--- src/rtl/serial_sub_pkg.sv ---
// rtl/serial_sub_pkg.sv - shared constants for the bit-serial subtractor
//
// Purpose: FSM state encoding and legal WIDTH bounds, imported by the
// serial_subtractor top level.
// Ports: none (package).

package serial_sub_pkg;

  // FSM state encoding
  typedef enum logic [1:0] {
    IDLE  = 2'd0,
    SHIFT = 2'd1,
    DONE  = 2'd2
  } state_e;

  // Legal operand width range
  localparam int WIDTH_MIN = 2;
  localparam int WIDTH_MAX = 32;

endpackage

--- src/rtl/full_subtractor.sv ---
// rtl/full_subtractor.sv - single-bit full subtractor cell
//
// Purpose: combinational one-bit subtract x - y - bin.
// Ports:
//   x    : minuend bit
//   y    : subtrahend bit
//   bin  : borrow in
//   d    : difference bit
//   bout : borrow out

module full_subtractor (
  input  logic x,
  input  logic y,
  input  logic bin,
  output logic d,
  output logic bout
);

  assign d    = x ^ y ^ bin;
  // A borrow is produced when y exceeds x, or when x == y and a borrow
  // is already pending.
  assign bout = (~x & y) | (~(x ^ y) & bin);

endmodule

--- src/rtl/serial_subtractor.sv ---
// rtl/serial_subtractor.sv - bit-serial two's-complement subtractor
//
// Purpose: computes a - b one bit per clock through a single full
// subtractor cell, LSB first, and holds the result on registered outputs.
// Ports:
//   clk      : system clock, rising edge
//   rst_n    : asynchronous active-low reset
//   start    : begin a subtraction (sampled in IDLE or DONE only)
//   a, b     : minuend / subtrahend, sampled when start is accepted
//   busy     : high while bits are being shifted
//   done     : one-cycle pulse in the cycle the result is first visible
//   diff     : a - b modulo 2^WIDTH, held until the next result
//   borrow   : final borrow out (unsigned a < b)
//   overflow : signed overflow of a - b

module serial_subtractor
  import serial_sub_pkg::*;
#(
  parameter int WIDTH = 4
) (
  input  logic             clk,
  input  logic             rst_n,
  input  logic             start,
  input  logic [WIDTH-1:0] a,
  input  logic [WIDTH-1:0] b,
  output logic             busy,
  output logic             done,
  output logic [WIDTH-1:0] diff,
  output logic             borrow,
  output logic             overflow
);

  localparam int CW = (WIDTH > 2) ? $clog2(WIDTH) : 1;
  localparam logic [CW-1:0] LAST_BIT = CW'(WIDTH - 1);

  if (WIDTH < WIDTH_MIN || WIDTH > WIDTH_MAX) begin : g_bad_width
    $error("serial_subtractor: WIDTH out of range");
  end

  state_e           state_q, state_d;
  logic [WIDTH-1:0] sa_q, sa_d;
  logic [WIDTH-1:0] sb_q, sb_d;
  logic [WIDTH-1:0] sd_q, sd_d;
  logic             br_q, br_d;
  logic [CW-1:0]    cnt_q, cnt_d;
  logic             a_msb_q, a_msb_d;
  logic             b_msb_q, b_msb_d;
  logic [WIDTH-1:0] diff_q, diff_d;
  logic             borrow_q, borrow_d;
  logic             overflow_q, overflow_d;

  logic             fs_d;
  logic             fs_bout;
  logic [WIDTH-1:0] sd_next;

  full_subtractor u_fs (
    .x    (sa_q[0]),
    .y    (sb_q[0]),
    .bin  (br_q),
    .d    (fs_d),
    .bout (fs_bout)
  );

  // Result bits enter at the MSB so that after WIDTH shifts the LSB
  // computed first has walked down to bit 0.
  assign sd_next = {fs_d, sd_q[WIDTH-1:1]};

  always_comb begin
    state_d    = state_q;
    sa_d       = sa_q;
    sb_d       = sb_q;
    sd_d       = sd_q;
    br_d       = br_q;
    cnt_d      = cnt_q;
    a_msb_d    = a_msb_q;
    b_msb_d    = b_msb_q;
    diff_d     = diff_q;
    borrow_d   = borrow_q;
    overflow_d = overflow_q;

    case (state_q)
      IDLE, DONE: begin
        if (start) begin
          sa_d    = a;
          sb_d    = b;
          br_d    = 1'b0;
          cnt_d   = '0;
          a_msb_d = a[WIDTH-1];
          b_msb_d = b[WIDTH-1];
          state_d = SHIFT;
        end else begin
          state_d = IDLE;
        end
      end

      SHIFT: begin
        sa_d = sa_q >> 1;
        sb_d = sb_q >> 1;
        sd_d = sd_next;
        br_d = fs_bout;
        if (cnt_q == LAST_BIT) begin
          // Last bit: publish the result, including the bit formed now.
          // Overflow is only possible when the operand signs differ.
          diff_d     = sd_next;
          borrow_d   = fs_bout;
          overflow_d = (a_msb_q != b_msb_q) && (sd_next[WIDTH-1] != a_msb_q);
          state_d    = DONE;
        end else begin
          cnt_d = cnt_q + 1'b1;
        end
      end

      default: begin
        state_d = IDLE;
      end
    endcase
  end

  always_ff @(posedge clk or negedge rst_n) begin
    if (!rst_n) begin
      state_q    <= IDLE;
      sa_q       <= '0;
      sb_q       <= '0;
      sd_q       <= '0;
      br_q       <= 1'b0;
      cnt_q      <= '0;
      a_msb_q    <= 1'b0;
      b_msb_q    <= 1'b0;
      diff_q     <= '0;
      borrow_q   <= 1'b0;
      overflow_q <= 1'b0;
    end else begin
      state_q    <= state_d;
      sa_q       <= sa_d;
      sb_q       <= sb_d;
      sd_q       <= sd_d;
      br_q       <= br_d;
      cnt_q      <= cnt_d;
      a_msb_q    <= a_msb_d;
      b_msb_q    <= b_msb_d;
      diff_q     <= diff_d;
      borrow_q   <= borrow_d;
      overflow_q <= overflow_d;
    end
  end

  // Status decoded from the state register, so busy and done are
  // mutually exclusive and glitch-free.
  assign busy     = (state_q == SHIFT);
  assign done     = (state_q == DONE);
  assign diff     = diff_q;
  assign borrow   = borrow_q;
  assign overflow = overflow_q;

endmodule

--- config.mk ---
export PLATFORM = sky130hd
export DESIGN_NAME = serial_subtractor
export DESIGN_NICKNAME = d
export VERILOG_FILES = /design/src/rtl/serial_sub_pkg.sv /design/src/rtl/full_subtractor.sv /design/src/rtl/serial_subtractor.sv
export SDC_FILE = /design/constraint.sdc
export NUM_CORES = 1
export LEC_CHECK = 0
export BUFFER_PORTS_ARGS = -buffer_cell sky130_fd_sc_hd__buf_2
export CORE_UTILIZATION = 61
export CTS_BUF_LIST = sky130_fd_sc_hd__clkbuf_8
export CTS_CLUSTER_SIZE = 8
export DETAILED_ROUTE_END_ITERATION = 7
export PLACE_DENSITY_LB_ADDON = 0.05
export SLEW_MARGIN = 20
export SYNTH_ARGS = -nofsm -noshare
export SYNTH_HDL_FRONTEND = slang
export SYNTH_SLANG_ARGS = --single-unit
--- constraint.sdc ---
create_clock -name clk -period 3 [get_ports clk]
set_clock_uncertainty 0.2 [all_clocks]
set_input_delay 0.3 -clock clk [delete_from_list [all_inputs] [get_ports clk]]
set_output_delay 0.3 -clock clk [all_outputs]
set_load 0.05 [all_outputs]
==> results.yml <==
final_layout:
  drive_above_1_share: 0.311
  diodes: 0
  area_growth_pct: 11.2
  final_cells: 131
  nNetsFinal: 121
synthesis:
  synth-seq-cells: 24
  syn_inst: 90
  syn_area_um2: 1140
  ys_types: 26
  yosysTopAreaCellShare: 0.527
  ys_warn_count: 0
  yosysSeqAreaShare: 0.527
  synth_nets: 103
  syn_avg_cell_area_um2: 12.7
  synth.largest_area_cell: "dfrtp_1"
  synth_area_leaders: "dfrtp_1, mux2_2, mux2i_1"
clock_network:
  clockBufferDepth: 2
  postCtsSetupBuffers: 0
  cts-root-buf: "clkbuf_8"
  cts_tree: "built"
  cts_made_buffers: 3
  clock-sinks: 24
  clk_pin_slew_worst_paths_ps: 80
  htreeDepth: 1
  cts-hold-fix-buffers: 1
  clk_latency_ps: 260
  cts_resized: 0
routing:
  detail-route-antenna-nets: 0
  drc: 0
  drt-total-wl_mm: 1.79
  routedWlPerCell_um: 13.6
  viasPerCell: 5.38
  dr.first_iter.drc_count: 4
  num_vias: 705
  dr.pass1.iters: 4
sta:
  slew_headroom: 0.564
  fin_crit_ps: 2230
  worst_pin_slew_ps: 653
  setup_tns_ps: 0
  drv_slew: 0
  setup_viol_count_final: 0
  final.period_utilization: 0.744
  hold_viol: 0
  fmax_mhz: 448
  rsz0062_at_grt: "false"
worst_setup_path:
  cp_cell_sequence: "and2b_1 > buf_2"
  crit_family: "flip-flops"
  start_kind: "flop"
  critical_path_arrival_ps: 1730
  worstSetupPathType: "flop to primary output"
  cp.required_ps: 2500
  ff2ff_setup_slack_ps: 1160
  critPathSlowestCell: "dfrtp_1"
  path_buf_inv: 1
  cp-end-kind: "primary output"
  cp_max_fo: 21
  slowest_delay_ps: 760
placed_design:
  port_buffers: 18
  hpwl_mm: 1.23
  dp_cells: 127
  gp_congestion: 0.697
power:
  internal-power_uw: 866
  total_power_uw: 1460
  p_leak_uw: 0.000593
  clkPwrFrac: 0.123
  power_frac_seq: 0.416
  ir_drop_uv: 654
  swShare: 0.409
  pwr-share-comb: 0.461
  power_density_nw_per_um2: 1160
  p_switching_uw: 599
job:
  maxCapViolCount: 0
min_path:
  hold_path_class: "input pin to flop"
floorplanning:
  coreArea_um2: 1750
  fp.dieW_um: 45.2
  die_y_um: 45.2
  io_pins: 19
  initial_utilization: 0.653
  die-area_um2: 2050
  rows: 15
grt:
  grt_usage: 0.220
  grt_pass1_wl_mm: 3.06
  grt_max_degree: 25
  antenna_found_initial: 0
  grt_pass1_vias: 658
  overflow: 0
outcome:
  run_status: "completed"
==> cell usage in the layout, fill, tap and decap left out, types with 4 or more instances in the layout <==
cell type	netlist	routed
a211oi_1	4	4
a21oi_1	5	5
mux2_2	9	9
buf_2	2	18
o21ai_0	4	4
nor2b_1	7	7
mux2i_1	7	7
dfrtp_1	24	24
==> power by group through the flow <==
stage / Sequential [uW] / Combinational [uW] / Clock [uW]
after floorplan: 680 / 505 / 0
after global placement: 610 / 662 / 0
after detailed placement: 616 / 678 / 0
after CTS: 610 / 684 / 185
after global routing: 636 / 741 / 201
final: 609 / 676 / 180
==> layer usage <==
metal | wire, um | vias to the layer above | global-route usage
met4 | 21 | 0 | 0.109
met1 | 926 | 339 | 0.323
met3 | 58 | 2 | 0.0600
met5 | 0 | - | 0
met2 | 782 | 12 | 0.299
li1 | - | 352 | -
==> worst reg2reg max path, stage by stage (launching register included) <==
cell and delay [ps]:
dfrtp_1 760, and2b_1 390, nor3b_1 110, a221o_1 270
==> layout make-up <==
type | instances | area (um2)
fill | 132 | 478
tap | 25 | 31.3
clock buffer | 3 | 41.3
sequential | 24 | 601
timing repair buffer | 19 | 100
multi-input combinational | 57 | 483
inverter | 3 | 11.3
==> synth_stat cells <==
master and count:
ha_1 1, nor2_1 1, xor2_1 1, mux2_2 9
nor2b_1 7, buf_4 1, buf_2 2, nor3b_1 3
a21o_1 1, mux2_4 1, o21ai_0 4, clkbuf_2 1
nand3_1 2, inv_1 3, nor2_4 1, mux2i_1 7
nand2_1 2, nand3b_4 1, dfrtp_1 24, buf_6 2
a211oi_1 4, a221o_1 2, and2b_1 1, fa_1 1
a21oi_1 5, a22o_1 3
==> final timing paths <==
check                           start       end  depth (start not counted)
max                        state_q[0]      busy                          2
min                              b[2]   sb_q[2]                          2
max reg2reg                state_q[0]   sb_q[2]                          3
min reg2reg                  overflow  overflow                          2
max in group asynchronous       rst_n   sa_q[2]                          2
min in group asynchronous       rst_n   sd_q[3]                          2
==> state kept, by name (all words and copies together) (netlist names), 2 cells and up <==
| signal | flops |
|---|---|
| sd_q | 3 |
| state_q | 2 |
| sa_q | 4 |
| diff | 4 |
| sb_q | 4 |
| cnt_q | 2 |
==> per-stage QoR <==
step	util	cell area [um2]	worst slack [ps]	hold slack [ps]
3_3_place_gp	0.697	1220	1100	100
6_report	0.726	1270	767	74.9
2_1_floorplan	-	1140	1270	-196
4_1_cts	0.726	1270	765	74.4
3_5_place_dp	0.697	1220	1060	103
5_1_grt	0.726	1270	663	74.9
==> cells by family after synthesis <==
family	after synthesis	share of synthesized area
simple gates	18	0.111
flops	24	0.527
fa+ha+maj	2	0.0285
compound gates	19	0.113
buf+inv	9	0.0494
xor+xnor	1	0.00769
mux	17	0.164
(Power assumes the default switching activity.)
